<file path="config.mk">
export PLATFORM = sky130hd
export DESIGN_NAME = sreg_arbiter
export DESIGN_NICKNAME = d
export VERILOG_FILES = /design/src/rtl/sreg_arbiter.sv
export SDC_FILE = /design/constraint.sdc
export NUM_CORES = 1
export LEC_CHECK = 0
export BUFFER_PORTS_ARGS = -buffer_cell sky130_fd_sc_hd__buf_2
export CELL_PAD_IN_SITES_DETAIL_PLACEMENT = 0
export CELL_PAD_IN_SITES_GLOBAL_PLACEMENT = 2
export CORE_MARGIN = 1.5
export CORE_UTILIZATION = 34
export CTS_BUF_LIST = sky130_fd_sc_hd__clkbuf_16
export DETAILED_ROUTE_END_ITERATION = 7
export PLACE_DENSITY = 0.82
export SLEW_MARGIN = 20
export SYNTH_ARGS = -nofsm -noshare
export SYNTH_HDL_FRONTEND = slang
export SYNTH_SLANG_ARGS = --single-unit
</file>
<file path="constraint.sdc">
create_clock -name clk -period 2.89 [get_ports clk]
set_input_delay 0.4335 -clock clk [delete_from_list [all_inputs] [get_ports clk]]
set_output_delay 0.4335 -clock clk [all_outputs]
set_load 0.01 [all_outputs]
</file>
<file path="src/rtl/sreg_arbiter.sv">
// rtl/sreg_arbiter.sv - two-requester arbiter feeding a fixed-latency delay line
// Every stage holds {valid, src, data}; the last stage drives dout directly.
module sreg_arbiter #(
  parameter int WIDTH = 4,
  parameter int DEPTH = 4
) (
  input  logic             clk,
  input  logic             reset,
  input  logic             req0,
  input  logic             req1,
  input  logic [WIDTH-1:0] din0,
  input  logic [WIDTH-1:0] din1,
  output logic             gnt0,
  output logic             gnt1,
  input  logic             hold,
  input  logic             flush,
  output logic [WIDTH-1:0] dout,
  output logic             dout_valid,
  output logic             dout_src,
  output logic [3:0]       occ
);

  logic [DEPTH-1:0]            vld;
  logic [DEPTH-1:0]            srcv;
  logic [DEPTH-1:0][WIDTH-1:0] dat;
  logic                        prio;
  logic [3:0]                  occ_q;

  logic                        advance;
  logic                        gnt_any;
  logic [WIDTH-1:0]            gdat;
  logic [DEPTH-1:0]            nvld;
  logic [3:0]                  ncnt;

  assign advance = ~hold & ~flush;

  // Grants are gated by the raw reset so nothing is offered while it is low.
  always_comb begin
    gnt0    = reset & advance & req0 & (~req1 | ~prio);
    gnt1    = reset & advance & req1 & (~req0 | prio);
    gnt_any = gnt0 | gnt1;
    gdat    = gnt0 ? din0 : (gnt1 ? din1 : '0);
    nvld    = {vld[DEPTH-2:0], gnt_any};
    ncnt    = '0;
    for (int i = 0; i < DEPTH; i++) begin
      ncnt = ncnt + 4'(nvld[i]);
    end
  end

  always_ff @(posedge clk or negedge reset) begin
    if (!reset) begin
      vld   <= '0;
      srcv  <= '0;
      dat   <= '0;
      occ_q <= '0;
      prio  <= 1'b0;
    end else if (flush) begin
      // Flush wins over hold and leaves the fairness pointer untouched.
      vld   <= '0;
      srcv  <= '0;
      dat   <= '0;
      occ_q <= '0;
    end else if (!hold) begin
      vld   <= nvld;
      srcv  <= {srcv[DEPTH-2:0], gnt1};
      dat   <= {dat[DEPTH-2:0], gdat};
      occ_q <= ncnt;
      if (gnt_any) begin
        prio <= gnt0;
      end
    end
  end

  assign dout       = dat[DEPTH-1];
  assign dout_valid = vld[DEPTH-1];
  assign dout_src   = srcv[DEPTH-1];
  assign occ        = occ_q;

endmodule

</file>
==> results_dict.tcl <==
set metrics [dict create \
    dieArea_um2 4060 \
    seqCellArea_um2 701 \
    drt-total-wl_um 2120 \
    synthesis.instances 105 \
    grt_max_degree 29 \
    max_freq_ghz 0.477 \
    dr.pass1.iters 4 \
    fin_worst_skew_ps 1.79 \
    cp_num_buf_inv 0 \
    cp_common_cell "ha_1" \
    multiInputGateArea_um2 469 \
    setup_slack_ps 792 \
    reg2regPathDepth 8 \
    antenna_found_initial 0 \
    fin_tns_setup_ps 0 \
    hold_buffers 0 \
    die_h_um 63.7 \
    synth_cell_types 22 \
    cp_top_family "adder cells" \
    crit_chain "nand2b_1 -> and3_1 -> or2_1 -> fa_1 -> ha_1 -> ha_1 -> mux2i_1 -> nor2_1" \
    cts_tree "done" \
    insertion_delay_ps 260 \
    fin_hold_ws_ps 205 \
    path_max_fanout 3 \
    cp_slowest_cell "fa_1" \
    dr.first_iter.drc_count 34 \
    hold_violations 0 \
    final_max_slew_viol_count 0 \
    clkTransAtPathRegs_ps 60 \
    hold_path.class "input port to asynchronous set/reset pin" \
    yosys_warnings 0 \
    start_util_pct 36.4 \
    synth.area.top_cells "dfrtp_1 56%, mux2i_1 17%, nor2_1 6.3%, buf_4 3.6%, a221o_1 3.2%" \
    coreArea_um2 3440 \
    drc 0 \
    post_cts_buffers 0 \
    ant_nets 0 \
    synth_nets 122 \
    r2r_slack_ps 790 \
    yosysTopAreaCellShare_pct 55.9 \
    placed_area_um2 1390 \
    leakage_nw 0.829 \
    grt_usage_pct 11.5 \
    cts_resized 0 \
    grt_pass1_wl_um 3660 \
    cts_buffers 3 \
    cts_max_level 1 \
    cts_root_buf "clkbuf_16" \
    mostFrequentLayoutCells "28 x dfrtp_1, 24 x buf_2, 21 x mux2i_1, 21 x nor2_1, 5 x buf_4" \
    nFillCells 347 \
    r2r_end "occ[1]" \
    ir_drop_mv 0.318 \
    insertedDiodeCount 0 \
    cap_violations 0 \
    die_width_um 63.7 \
    power_density_nw_per_um2 537 \
    status "finished clean" \
    cts_max_path_buffers 2 \
    cp-end-kind "register" \
    io_buffers 24 \
    grt_pass1_vias 780 \
    wl_per_cell_um 12.3 \
    area_delta_synth_final_pct 17.2 \
    vias 804 \
    drive_gt1_share_pct 25.4 \
    crit_arrival_ps 2240 \
    num_io_pins 26 \
    crit_path_start_kind "register" \
    worstReg2RegStart "prio" \
    nets 144 \
    period_needed_ps 2100 \
    critPathRequiredTime_ps 3030 \
    gp_congestion 0.686 \
    path_class "register to register" \
    vias_per_cell 4.67 \
    final_common_cell "dfrtp_1" \
    postLayoutCellArea_um2 1470 \
    ys_seq_elements 28 \
    pre_cts_ws_ps 583 \
    yosysSeqAreaShare_pct 55.9 \
    syn_area_um2 1250 \
    hpwl_um 1470 \
    clock-sinks 28 \
    setup_violations 0 \
    row_count 21 \
    syn_avg_cell_area_um2 11.9 \
    grt.overflow.total 0 \
    grt_setup_unrepaired "false" \
    crit_path_max_incr_delay_ps 440 \
    timing.final.crit_share_pct 72.6 \
    synth_area_leader_cell "dfrtp_1" \
]
## how the worst max path moves through the flow
| stage | start | to | slack, ps | cells past startpoint |
|---|---|---|---|---|
| after detailed placement | reset | occ[1] | 580 | 9 |
| after floorplan | hold | occ[1] | 590 | 10 |
| after global routing | prio | occ[1] | 700 | 8 |
| after CTS | prio | occ[1] | 780 | 8 |
| after global placement | reset | occ[1] | 640 | 9 |
| final | prio | occ[1] | 790 | 8 |
## cells by family after synthesis
group,after synthesis,synth area share [%]
AO/OA/AOI/OAI,7,5.10
buffers and inverters,13,6.59
AND/OR/NAND/NOR,32,11.7
other,1,0.299
flip-flops,28,55.9
multiplexers,21,16.8
adder cells (fa/ha/maj),3,3.60
## Yosys cell counts
| library cell | instances |
|---|---|
| dfrtp_1 | 28 |
| mux2i_1 | 21 |
| nor2_1 | 21 |
| buf_4 | 6 |
| a221o_1 | 4 |
| and2_1 | 4 |
| buf_2 | 3 |
| and3_1 | 2 |
| clkbuf_1 | 2 |
| ha_1 | 2 |
| a211o_1 | 1 |
| a21o_1 | 1 |
| buf_6 | 1 |
| conb_1 | 1 |
| fa_1 | 1 |
| inv_1 | 1 |
| nand2_1 | 1 |
| nand2b_1 | 1 |
| nor2b_1 | 1 |
| nor3b_1 | 1 |
| o21bai_1 | 1 |
| or2_1 | 1 |
## worst register-to-register path, delay by kind of cell (launching register included)
kind          cells  cell delay, ps
fa+ha+maj         3             900
simple gates      4             580
flops             1             380
mux               1             120
## routing by layer
layer,track usage [%],share of wire (%)
met2,17.2,45
met1,16.4,50
met4,3.26,0.80
met5,0,0
met3,2.68,4.5
## through the flow
stage                     utilization (%)  cells  total power (W)
after global routing                 42.6    172         0.000822
final                                42.6    172         0.000788
after detailed placement             40.3    168         0.000488
after global placement               40.3    168         0.000485
after floorplan                         -    105         0.000459
after CTS                            42.6    172         0.000797
## state kept, by name (all words and copies together), names as in the netlist
register  count
dat          12
srcv          4
dout          4
vld           4
occ           3
prio          1
## cell type report
class	instances	share of cell area, %
clock inverter	1	0.256
inverter	1	0.256
multi-input combinational	64	32.0
sequential	28	47.7
clock buffer	3	5.12
tap	46	3.92
timing repair buffer	29	10.7
## power breakdown
group / total [W] / internal [W] / switching (W)
sequential: 0.000411 / 0.000404 / 0.00000737
combinational: 0.0000674 / 0.0000307 / 0.0000367
clock: 0.000310 / 0.000185 / 0.000125
No activity file was read; power rests on OpenSTA's default activity.
